===== config.mk =====
export PLATFORM = sky130hd
export DESIGN_NAME = result_display
export DESIGN_NICKNAME = d
export VERILOG_FILES = /design/src/rtl/result_display.sv
export SDC_FILE = /design/constraint.sdc
export NUM_CORES = 1
export LEC_CHECK = 0
export ABC_AREA = 1
export CORE_UTILIZATION = 56
export CTS_BUF_LIST = sky130_fd_sc_hd__clkbuf_4
export DETAILED_ROUTE_END_ITERATION = 10
export GPL_ROUTABILITY_DRIVEN = 0
export PLACE_DENSITY = 0.91
export SLEW_MARGIN = 20
export SYNTH_ARGS = -nofsm -noshare
export SYNTH_HDL_FRONTEND = slang
export SYNTH_SLANG_ARGS = --single-unit

===== constraint.sdc =====
create_clock -name clk -period 3.9 [get_ports clk]
set_clock_uncertainty 0.1 [all_clocks]
set_input_delay 0.585 -clock clk [delete_from_list [all_inputs] [get_ports clk]]
set_output_delay 0.585 -clock clk [all_outputs]
set_load 0.02 [all_outputs]

===== src/rtl/result_display.sv =====
// result_display: samples the dice/traffic mux output, keeps recent dice throws and
// scans a 4-digit seven-segment display. Define RESULT_HISTORY_EN for four entries (else h0 only).
module result_display #(
    parameter int SCAN_DIV = 4
) (
    input  logic       clk,
    input  logic       rst,
    input  logic       sel,
    input  logic       button,
    input  logic [2:0] result,
    output logic [6:0] seg,
    output logic [3:0] an
);

`ifdef RESULT_HISTORY_EN
    localparam int HIST_DEPTH = 4;
`else
    localparam int HIST_DEPTH = 1;
`endif
    localparam int               CNT_W       = (SCAN_DIV > 1) ? $clog2(SCAN_DIV) : 1;
    localparam logic [CNT_W-1:0] CNT_LAST    = CNT_W'(SCAN_DIV - 1);
    localparam logic [6:0]       GLYPH_BLANK = 7'b0000000;
    localparam logic [6:0]       GLYPH_DASH  = 7'b1000000;
    localparam logic [6:0]       SEG_A       = 7'b0000001;
    localparam logic [6:0]       SEG_D       = 7'b0001000;
    localparam logic [6:0]       SEG_G       = 7'b1000000;

    function automatic logic [6:0] dice_glyph(input logic [2:0] v);
        logic [6:0] g;
        case (v)
            3'd1:    g = 7'b0000110;
            3'd2:    g = 7'b1011011;
            3'd3:    g = 7'b1001111;
            3'd4:    g = 7'b1100110;
            3'd5:    g = 7'b1101101;
            3'd6:    g = 7'b1111101;
            default: g = GLYPH_DASH;
        endcase
        return g;
    endfunction

    logic [CNT_W-1:0]      r_div_cnt;
    logic [1:0]            r_dig;
    logic                  r_btn_q;
    logic [2:0]            r_h_val [HIST_DEPTH];
    logic [HIST_DEPTH-1:0] r_h_vld;
    logic [6:0]            r_seg;
    logic [3:0]            r_an;

    logic                  w_capture;
    logic [6:0]            w_hist_glyph [4];
    logic [6:0]            w_seg_next;

    assign w_capture = r_btn_q & ~button & ~sel;

    // Digit scan: dwell SCAN_DIV cycles per digit, then advance to the next.
    always_ff @(posedge clk or negedge rst) begin
        if (!rst) begin
            r_div_cnt <= {CNT_W{1'b0}};
            r_dig     <= 2'd0;
        end else if (r_div_cnt == CNT_LAST) begin
            r_div_cnt <= {CNT_W{1'b0}};
            r_dig     <= r_dig + 2'd1;
        end else begin
            r_div_cnt <= r_div_cnt + CNT_W'(1);
        end
    end

    // Previous button level; starts low so a button held through reset needs a fresh release.
    always_ff @(posedge clk or negedge rst) begin
        if (!rst) begin
            r_btn_q <= 1'b0;
        end else begin
            r_btn_q <= button;
        end
    end

    // Throw history: newest entry in slot 0, older entries shift outward.
    always_ff @(posedge clk or negedge rst) begin
        if (!rst) begin
            for (int i = 0; i < HIST_DEPTH; i++) begin
                r_h_val[i] <= 3'd0;
            end
            r_h_vld <= {HIST_DEPTH{1'b0}};
        end else if (w_capture) begin
            r_h_val[0] <= result;
            r_h_vld[0] <= 1'b1;
            for (int i = 1; i < HIST_DEPTH; i++) begin
                r_h_val[i] <= r_h_val[i-1];
                r_h_vld[i] <= r_h_vld[i-1];
            end
        end else begin
            r_h_vld <= r_h_vld;
        end
    end

    // Glyph for each history slot; slots that do not exist stay blank.
    always_comb begin
        for (int d = 0; d < 4; d++) begin
            w_hist_glyph[d] = GLYPH_BLANK;
        end
        for (int d = 0; d < HIST_DEPTH; d++) begin
            w_hist_glyph[d] = r_h_vld[d] ? dice_glyph(r_h_val[d]) : GLYPH_BLANK;
        end
    end

    // Segment pattern for the digit currently being scanned.
    always_comb begin
        w_seg_next = GLYPH_BLANK;
        if (sel) begin
            case (r_dig)
                2'd0:    w_seg_next = result[0] ? SEG_D : GLYPH_BLANK;
                2'd1:    w_seg_next = result[1] ? SEG_G : GLYPH_BLANK;
                2'd2:    w_seg_next = result[2] ? SEG_A : GLYPH_BLANK;
                default: w_seg_next = GLYPH_BLANK;
            endcase
        end else if ((r_dig == 2'd0) && button) begin
            w_seg_next = dice_glyph(result);
        end else begin
            w_seg_next = w_hist_glyph[r_dig];
        end
    end

    // Registered display drive.
    always_ff @(posedge clk or negedge rst) begin
        if (!rst) begin
            r_seg <= GLYPH_BLANK;
            r_an  <= 4'b0000;
        end else begin
            r_seg <= w_seg_next;
            r_an  <= 4'b0001 << r_dig;
        end
    end

    assign seg = r_seg;
    assign an  = r_an;

endmodule


==> impl_metrics.tcl <==
set metrics [dict create \
    status "finished clean" \
    relSlewSlack 0.432 \
    min_period_over_period 0.498 \
    fp-row-count 14 \
    fin_nets 135 \
    hold_end "r_div_cnt[0]" \
    yosys_warnings 0 \
    synthDistinctLibCells 15 \
    first_global_vias 752 \
    max_stage_delay_ns 0.60 \
    maxCapViolations 0 \
    grt_start_max_net_pins 21 \
    clock_latency_ns 0.31 \
    diodes 0 \
    cts_buffers 3 \
    hold_depth 1 \
    synth_cells 100 \
    max-vdd-ir-drop_mv 0.254 \
    reg2reg_from "r_dig[0]" \
    die_width_um 42.2 \
    max_freq_ghz 0.515 \
    path_clk_slew_ns 0.11 \
    die_h_um 42.2 \
    crit_buf_inv 1 \
    leakage_nw 0.587 \
    ys.flop_type "dfrtp_1" \
    synth_top_cell_by_area "dfrtp_1" \
    start_util 0.601 \
    cts_max_level 1 \
    grt_first_pass_wirelength_mm 3.31 \
    port_buffers 17 \
    hold_path.class "flip-flop to flip-flop" \
    rsz0062_at_grt "no" \
    cts_setup_buffers 0 \
    worstHoldStart "r_div_cnt[0]" \
    dr_total_vias 782 \
    ios 18 \
    slew_viol_final 0 \
    setup_ws_ns 1.96 \
    antenna_found_initial 0 \
    hold_viol_final 0 \
    cp_top_family "buffers and inverters" \
    die_area_um2 1780 \
    synthArstFlopShare 1.00 \
    cp_max_fo 1 \
    clock-root-buffer "clkbuf_4" \
    setup_viol 0 \
    drcViolationCount 0 \
    drive_gt1_frac 0.0826 \
    avgSynthCellArea_um2 9.06 \
    ys_seq_area_frac 0.552 \
    cts_buffer_depth 2 \
    core_area_um2 1510 \
    synth-edff-count 0 \
    fin_crit_ns 1.94 \
    path_class "flip-flop to output pin" \
    total_power_mw 0.478 \
    end_kind "output pin" \
    path_cells "clkdlybuf4s50_1" \
    rr_endpoint "seg[3]" \
    arrival_ns 1.26 \
    dp_worst_setup_slack_ns 1.95 \
    worst_pin_slew_ns 0.849 \
    critPathLaunchType "flip-flop" \
    area_growth_pct 26.8 \
    routedWlPerCell_um 15.3 \
    ys_ff_latch 20 \
    via_per_inst 5.71 \
    cts_tree "built" \
    reg2reg_slack_ns 2.21 \
    cts_resized 0 \
    fin_hold_ws_ns 0.334 \
    yosysMostFrequentCell "nand2_1" \
    place_hpwl_mm 1.51 \
    antenna_left 0 \
    utilization 0.762 \
    critPathSlowestCell "clkdlybuf4s50_1" \
    wl_mm 2.10 \
    synthTopCellsByArea "dfrtp_1, nand2_1, ha_1" \
    grt_use_total 0.262 \
    hold_buffers 0 \
    synthTopCellsByCount "nand2_1, dfrtp_1, nor2_1" \
    drtIter0Drc 42 \
    synth_nets 113 \
    required_ns 3.21 \
    dr.pass1.iters 4 \
    synth_top_area_frac 0.552 \
    synth_area_um2 906 \
    power_density_nw_per_um2 416 \
    final.setup.tns_ns 0 \
    num-fill-cells 96 \
    cts_sinks 20 \
    grt_overflow_total 0 \
    reg2reg_depth 9 \
]
[area by class of cell]
| type | count | area (um2) | share of cell area |
|---|---|---|---|
| tap | 16 | 20.0 | 0.0174 |
| timing repair buffer | 17 | 170 | 0.148 |
| multi-input combinational | 70 | 368 | 0.320 |
| sequential | 20 | 500 | 0.436 |
| clock buffer | 3 | 22.5 | 0.0196 |
| inverter | 10 | 37.5 | 0.0327 |
| clock inverter | 1 | 30.0 | 0.0261 |
[metal layers]
metal  GRT usage  part of all wire  vias up
met4       0.213             0.072        0
met2       0.409              0.49       53
li1            -                 -      361
met3      0.0776             0.096       17
met1       0.292              0.34      351
met5           0                 0        -
[per-stage QoR]
| step | instances | cell area, um2 |
|---|---|---|
| after floorplan | 100 | 906 |
| after global placement | 133 | 1100 |
| after detailed placement | 133 | 1100 |
| after CTS | 137 | 1150 |
| after global routing | 137 | 1150 |
| final | 137 | 1150 |
[cell usage in the layout, fill, tap and decap left out, drive strengths merged]
master,count
nand2,26
bufinv,1
nand4,1
inv,10
clkdlybuf4s50,17
clkbuf,3
o21ai,8
nor2,13
a21oi,6
nand3,9
ha,6
xor2,1
dfrtp,20
[power by group]
group	switching [mW]	leakage [nW]	internal, mW	total (mW)
Clock	0.0649	0.0279	0.104	0.169
Combinational	0.0484	0.309	0.0320	0.0804
Sequential	0.00934	0.250	0.220	0.229
Total	0.123	0.587	0.356	0.478
[how the worst max path moves through the flow]
stage,from,to,slack (ns),cells past startpoint
2_1_floorplan,r_dig[0],seg[4],2.54,7
3_3_place_gp,button,seg[2],2.08,6
3_5_place_dp,result[2],seg[3],1.95,7
4_1_cts,seg[3],seg[3],1.93,1
5_1_grt,seg[3],seg[3],1.91,1
6_report,seg[3],seg[3],1.96,1
[state kept, by name, indices dropped and copies added (netlist names)]
signal,cells
r_div_cnt,2
r_h_val,3
an,4
r_btn_q,1
seg,7
r_dig,2
r_h_vld,1
[cells by family (layout without fill, tap and decap cells)]
| kind of cell | after synthesis | after routing | synth area share |
|---|---|---|---|
| XOR/XNOR | 1 | 1 | 0.00967 |
| buffers and inverters | 10 | 31 | 0.0414 |
| AO/OA/AOI/OAI | 14 | 14 | 0.0815 |
| AND/OR/NAND/NOR | 49 | 49 | 0.232 |
| flip-flops | 20 | 20 | 0.552 |
| adder cells (fa/ha/maj) | 6 | 6 | 0.0829 |
Note: power is estimated with default switching activity, not from simulation.
